--- src/rtl/keypad_entry_ctrl.sv ---
// keypad_entry_ctrl
//
// Sits between the keypad scanner and the 7-segment display / consumer.
// Each key press produces exactly one event. After the event the block waits
// until the key has been released for RELEASE_CYCLES consecutive cycles.
// Digit keys are shifted into a BCD entry buffer, with the newest digit in
// nibble 0. '*' clears the entry. '#' hands the entry to the consumer over a
// valid/ready handshake.
//
// Ports:
//   clk_i          system clock, rising edge
//   rst_i          synchronous active-high reset
//   scan_valid_i   scanner reports a key held this cycle
//   scan_code_i    one-hot key code: bit0..8='1'..'9', bit9='*', bit10='0', bit11='#'
//   digits_bcd_o   entry buffer, nibble 0 = most recent digit
//   digit_count_o  digits currently entered (0..NUM_DIGITS)
//   blank_mask_o   bit i set when digit i is not in use (display blanks it)
//   commit_valid_o committed value available
//   commit_value_o BCD value being committed
//   commit_ready_i consumer accepts the commit
//   overflow_o     one-cycle pulse: digit pressed while buffer full
//   bad_code_o     one-cycle pulse: scan_valid with a non-one-hot code in IDLE

module keypad_entry_ctrl #(
  parameter int NUM_DIGITS     = 4,
  parameter int RELEASE_CYCLES = 4
) (
  input  logic                    clk_i,
  input  logic                    rst_i,
  input  logic                    scan_valid_i,
  input  logic [11:0]             scan_code_i,
  output logic [4*NUM_DIGITS-1:0] digits_bcd_o,
  output logic [3:0]              digit_count_o,
  output logic [NUM_DIGITS-1:0]   blank_mask_o,
  output logic                    commit_valid_o,
  output logic [4*NUM_DIGITS-1:0] commit_value_o,
  input  logic                    commit_ready_i,
  output logic                    overflow_o,
  output logic                    bad_code_o
);

  localparam int W   = 4 * NUM_DIGITS;
  localparam int RCW = (RELEASE_CYCLES < 2) ? 1 : $clog2(RELEASE_CYCLES + 1);

  // The release counter is compared against the value it holds on the last
  // quiet cycle, so the return to IDLE happens on the RELEASE_CYCLES-th
  // consecutive quiet edge rather than one cycle later.
  localparam logic [RCW-1:0] REL_LAST  = RCW'(RELEASE_CYCLES - 1);
  localparam logic [3:0]     COUNT_MAX = 4'(NUM_DIGITS);
  localparam logic [3:0]     KEY_STAR  = 4'd9;
  localparam logic [3:0]     KEY_ZERO  = 4'd10;
  localparam logic [3:0]     KEY_HASH  = 4'd11;

  typedef enum logic [1:0] {
    IDLE         = 2'd0,
    WAIT_RELEASE = 2'd1,
    COMMIT       = 2'd2
  } state_t;

  state_t         state_q;
  logic [RCW-1:0] relCnt_q;
  logic [W-1:0]   buf_q;
  logic [3:0]     digitCount_q;
  logic           commitValid_q;
  logic [W-1:0]   commitValue_q;
  logic           overflow_q;
  logic           badCode_q;

  logic           codeOneHot;
  logic [3:0]     keyIdx;
  logic [3:0]     keyDigit;

  // Key decode. The bit position of the code is only meaningful when the
  // code is one-hot. The IDLE logic checks codeOneHot before it uses keyIdx.
  always_comb begin
    keyIdx = 4'd0;
    for (int i = 0; i < 12; i++) begin
      if (scan_code_i[i]) keyIdx = 4'(i);
    end
  end

  assign codeOneHot = $onehot(scan_code_i);
  assign keyDigit   = (keyIdx == KEY_ZERO) ? 4'd0 : keyIdx + 4'd1;

  // Entry FSM. All state and all outputs are registered here.
  always_ff @(posedge clk_i) begin
    if (rst_i) begin
      state_q       <= IDLE;
      relCnt_q      <= '0;
      buf_q         <= '0;
      digitCount_q  <= '0;
      commitValid_q <= 1'b0;
      commitValue_q <= '0;
      overflow_q    <= 1'b0;
      badCode_q     <= 1'b0;
    end else begin
      overflow_q <= 1'b0;
      badCode_q  <= 1'b0;
      case (state_q)
        IDLE: begin
          if (scan_valid_i) begin
            if (!codeOneHot) begin
              badCode_q <= 1'b1;
            end else if (keyIdx == KEY_STAR) begin
              buf_q        <= '0;
              digitCount_q <= '0;
              state_q      <= WAIT_RELEASE;
            end else if (keyIdx == KEY_HASH) begin
              if (digitCount_q != 4'd0) begin
                commitValue_q <= buf_q;
                commitValid_q <= 1'b1;
                state_q       <= COMMIT;
              end else begin
                state_q <= WAIT_RELEASE;
              end
            end else begin
              if (digitCount_q < COUNT_MAX) begin
                buf_q        <= (buf_q << 4) | W'(keyDigit);
                digitCount_q <= digitCount_q + 4'd1;
              end else begin
                overflow_q <= 1'b1;
              end
              state_q <= WAIT_RELEASE;
            end
          end
        end

        // Any scan_valid restarts the quiet run. This absorbs bounces
        // that are shorter than RELEASE_CYCLES.
        WAIT_RELEASE: begin
          if (scan_valid_i) begin
            relCnt_q <= '0;
          end else if (relCnt_q == REL_LAST) begin
            relCnt_q <= '0;
            state_q  <= IDLE;
          end else begin
            relCnt_q <= relCnt_q + 1'b1;
          end
        end

        // Keys are ignored while a commit is outstanding. The release wait
        // afterwards stops a held '#' from firing again.
        COMMIT: begin
          if (commit_ready_i) begin
            commitValid_q <= 1'b0;
            buf_q         <= '0;
            digitCount_q  <= '0;
            relCnt_q      <= '0;
            state_q       <= WAIT_RELEASE;
          end
        end

        default: state_q <= IDLE;
      endcase
    end
  end

  // Display blanking follows the registered count directly.
  always_comb begin
    blank_mask_o = '0;
    for (int i = 0; i < NUM_DIGITS; i++) begin
      blank_mask_o[i] = (i >= int'(digitCount_q));
    end
  end

  assign digits_bcd_o   = buf_q;
  assign digit_count_o  = digitCount_q;
  assign commit_valid_o = commitValid_q;
  assign commit_value_o = commitValue_q;
  assign overflow_o     = overflow_q;
  assign bad_code_o     = badCode_q;

endmodule

--- config.mk ---
export PLATFORM = sky130hd
export DESIGN_NAME = keypad_entry_ctrl
export DESIGN_NICKNAME = d
export VERILOG_FILES = /design/src/rtl/keypad_entry_ctrl.sv
export SDC_FILE = /design/constraint.sdc
export NUM_CORES = 1
export LEC_CHECK = 0
export CAP_MARGIN = 20
export CORE_AREA = 5 5 77 79
export CTS_BUF_LIST = sky130_fd_sc_hd__clkbuf_8
export DETAILED_ROUTE_END_ITERATION = 6
export DIE_AREA = 0 0 82 84
export GPL_TIMING_DRIVEN = 0
export PLACE_DENSITY_LB_ADDON = 0.05
export SLEW_MARGIN = 15
export SYNTH_ARGS = -nofsm -noshare
export SYNTH_HDL_FRONTEND = slang
export SYNTH_SLANG_ARGS = --single-unit
--- constraint.sdc ---
create_clock -name clk_i -period 5.1 [get_ports clk_i]
set_clock_uncertainty 0.1 [all_clocks]
set_input_delay 1.02 -clock clk_i [delete_from_list [all_inputs] [get_ports clk_i]]
set_output_delay 1.02 -clock clk_i [all_outputs]
set_load 0.01 [all_outputs]
==> results of run 1 <==
## stage by stage
step | total power [W] | setup WS (ns) | hold slack, ns
after floorplan | 0.0005049 | 0.1748 | 0.3630
after global placement | 0.0005595 | -0.6020 | 0.3465
after detailed placement | 0.0005646 | -0.6343 | 0.3574
after CTS | 0.0008738 | 0.01363 | 0.3775
after global routing | 0.0009193 | 0.004853 | 0.4016
final | 0.0008711 | 0.1518 | 0.3715
## cell usage in the layout, fill, tap and decap left out, types with 2 or more instances in the layout
| master | n |
|---|---|
| nand2b_1 | 12 |
| buf_6 | 5 |
| inv_1 | 21 |
| buf_4 | 6 |
| o21ai_2 | 6 |
| nand2_1 | 2 |
| clkdlybuf4s50_1 | 52 |
| clkbuf_8 | 6 |
| o21ai_0 | 10 |
| nor2b_1 | 5 |
| a22o_1 | 2 |
| nor2_1 | 31 |
| buf_12 | 2 |
| nand3_2 | 2 |
| clkbuf_1 | 3 |
| o31ai_1 | 2 |
| ha_1 | 7 |
| dlymetal6s2s_1 | 3 |
| nand3_1 | 13 |
| o21a_1 | 2 |
| fa_1 | 7 |
| dfxtp_1 | 44 |
| a21oi_1 | 7 |
| clkbuf_2 | 3 |
| or3b_2 | 3 |
| mux2i_1 | 18 |
## repair_timing
item / CTS / global route
setup buffers: 4 / 2
setup endpoints to repair: 38 / 36
pin swaps: 2 / 7
resized for setup: 9 / 13
## sequential cells by signal, indices dropped and copies added (netlist names)
signal          cells
bad_code_o          1
commit_valid_o      1
commit_value_o     16
digit_count_o       4
digits_bcd_o       16
overflow_o          1
relCnt_q            3
state_q             2
## power groups by stage
stage / clock network, W / logic [W] / registers, W
floorplan: 0 / 0.000140 / 0.000365
global placement: 0 / 0.000196 / 0.000364
detailed placement: 0 / 0.000201 / 0.000364
CTS: 0.000294 / 0.000224 / 0.000355
global route: 0.000306 / 0.000257 / 0.000356
finish: 0.000285 / 0.000230 / 0.000355
## logic make-up after synthesis
logic type / count (synthesis) / synth area share
AO/OA/AOI/OAI: 39 / 0.1272
flip-flops: 44 / 0.3894
AND/OR/NAND/NOR: 85 / 0.2096
multiplexers: 18 / 0.07964
adder cells (fa/ha/maj): 15 / 0.1062
buffers and inverters: 34 / 0.08407
XOR/XNOR: 1 / 0.003872
## worst paths after layout
check / startpoint / endpoint / slack [ns] / cells past startpoint
max: scan_code_i[9] / digits_bcd_o[1] / 0.15 / 15
min: commit_valid_o / commit_valid_o / 0.37 / 1
max reg2reg: digit_count_o[0] / commit_value_o[3] / 3.10 / 9
min reg2reg: commit_valid_o / commit_valid_o / 0.37 / 1
## worst max-delay path: stages
cell	delay, ns
dlymetal6s2s_1	0.16
fa_1	0.49
fa_1	0.53
inv_2	0.04
fa_1	0.48
fa_1	0.48
inv_1	0.07
ha_2	0.17
inv_1	0.05
fa_1	0.46
and3b_1	0.19
nand2_2	0.11
buf_4	0.16
or3_4	0.36
o41ai_2	0.30
## metal layers
metal | share of wire | global-route usage
met4 | 0.015 | 0.05438
met5 | 0 | 0
met1 | 0.48 | 0.2054
met3 | 0.048 | 0.03780
met2 | 0.46 | 0.2513
## area by class of cell
type | count | area share
sequential | 44 | 0.2813
tap | 72 | 0.02877
multi-input combinational | 158 | 0.3891
buffer | 12 | 0.03716
inverter | 22 | 0.02637
timing repair buffer | 64 | 0.1986
clock buffer | 6 | 0.02637
clock inverter | 2 | 0.01239
==> flow_summary.toml, run 1 <==
[status]
status = "completed"

[drt]
wl_um = 5132
drt_iter0_drc = 61
drc = 0
via_per_inst = 4.979
ant_nets = 0
vias = 1892
dr.pass1.iters = 4
wl_per_cell_um = 13.51

[power_and_ir_drop]
ir_drop_v = 0.0001565
p_switching_w = 0.0002569
swShare = 0.2949
comb_power_share = 0.264
intPower_w = 0.0006142
clock_power_share = 0.328
p_leak_nw = 1.221
p_seq_frac = 0.408
power_density_mw_per_mm2 = 278.2

[clock_tree]
clock_latency_ns = 0.31
cts_tree = "yes"
cts_buffers = 5
cts.clk_slew.worst_paths_ns = 0.08
cts_hold_buf = 0
clockBufferDepth = 2
clock-root-buffer = "clkbuf_8"
cts.sinks = 44
htreeDepth = 2

[synth]
synth_commonest_cells = "dfxtp_1, nor2_1, inv_1"
synthArstFlopShare = 0
netlist_area_mm2 = 0.002262
post_synth.cell_area_avg_um2 = 9.585
seq_area_frac_synth = 0.3894
synth_edf_count = 0
ys_types = 49
yosysMostFrequentCell = "dfxtp_1"
ys_ff_latch = 44
syn_nets = 267
synthesis.instances = 236
yosysTopAreaCell = "dfxtp_1"
synth_warnings = 0
synth_ff_type = "dfxtp_1"
yosysTopAreaCellShare = 0.3894
synth_area_leaders = "dfxtp_1, mux2i_1, fa_1"

[sta]
finalCritPeriodShare = 0.9702
hold_viol = 0
tightestPinTransition_ns = 0.5703
clock.fmax_ghz = 0.2021
tns_ns = 0
maxSlewViolCount = 0
finalSetupViolCount = 0
finalCriticalPeriod_ns = 4.948
timing.slew.headroom = 0.6198
grt_setup_unrepaired = "false"

[floorplan]
die_x_um = 82
std_cell_rows = 27
ioPinCount = 59
start_util = 0.4292
die-area_mm2 = 0.006888
core_mm2 = 0.005270
die_h_um = 84

[layout]
multi_input_area_mm2 = 0.001219
postLayoutCoreUtil = 0.5943
finish.net_count = 338
n_fill_cell = 507
regArea_um2 = 880.8
fin_cells = 380
layout-drive-gt1-share = 0.1656
diodes = 0
finalInstanceArea_mm2 = 0.003132
area_delta_synth_final_pct = 38.44

[global_route]
grt_max_degree = 15
grt.total_usage = 0.1577
grt_pass1_wl_um = 8397
grt_pass1_vias = 1803
grt_overflow = 0
antenna_found_initial = 0

[place]
hpwl_um = 3875
place_area_mm2 = 0.002933
gp_congestion = 0.7935
placedCellCount = 366
io_buffers = 58

[worst_setup_path]
end_kind = "flip-flop"
critical_path_class = "input port to flip-flop"
cp_max_fo = 4
required_ns = 5.22
worstPathArrival_ns = 5.06
startpoint_type = "input port"

[run]
max-cap-violations = 0

[min_path]
worstHoldPathType = "flip-flop to flip-flop"
(Power assumes the default switching activity.)
==> inputs of run 2 (changes only) <==
TNS_END_PERCENT = 100   (was not set)
==> results of run 2 <==
No change in the layout: final DEF, timing and power equal those of run 1.
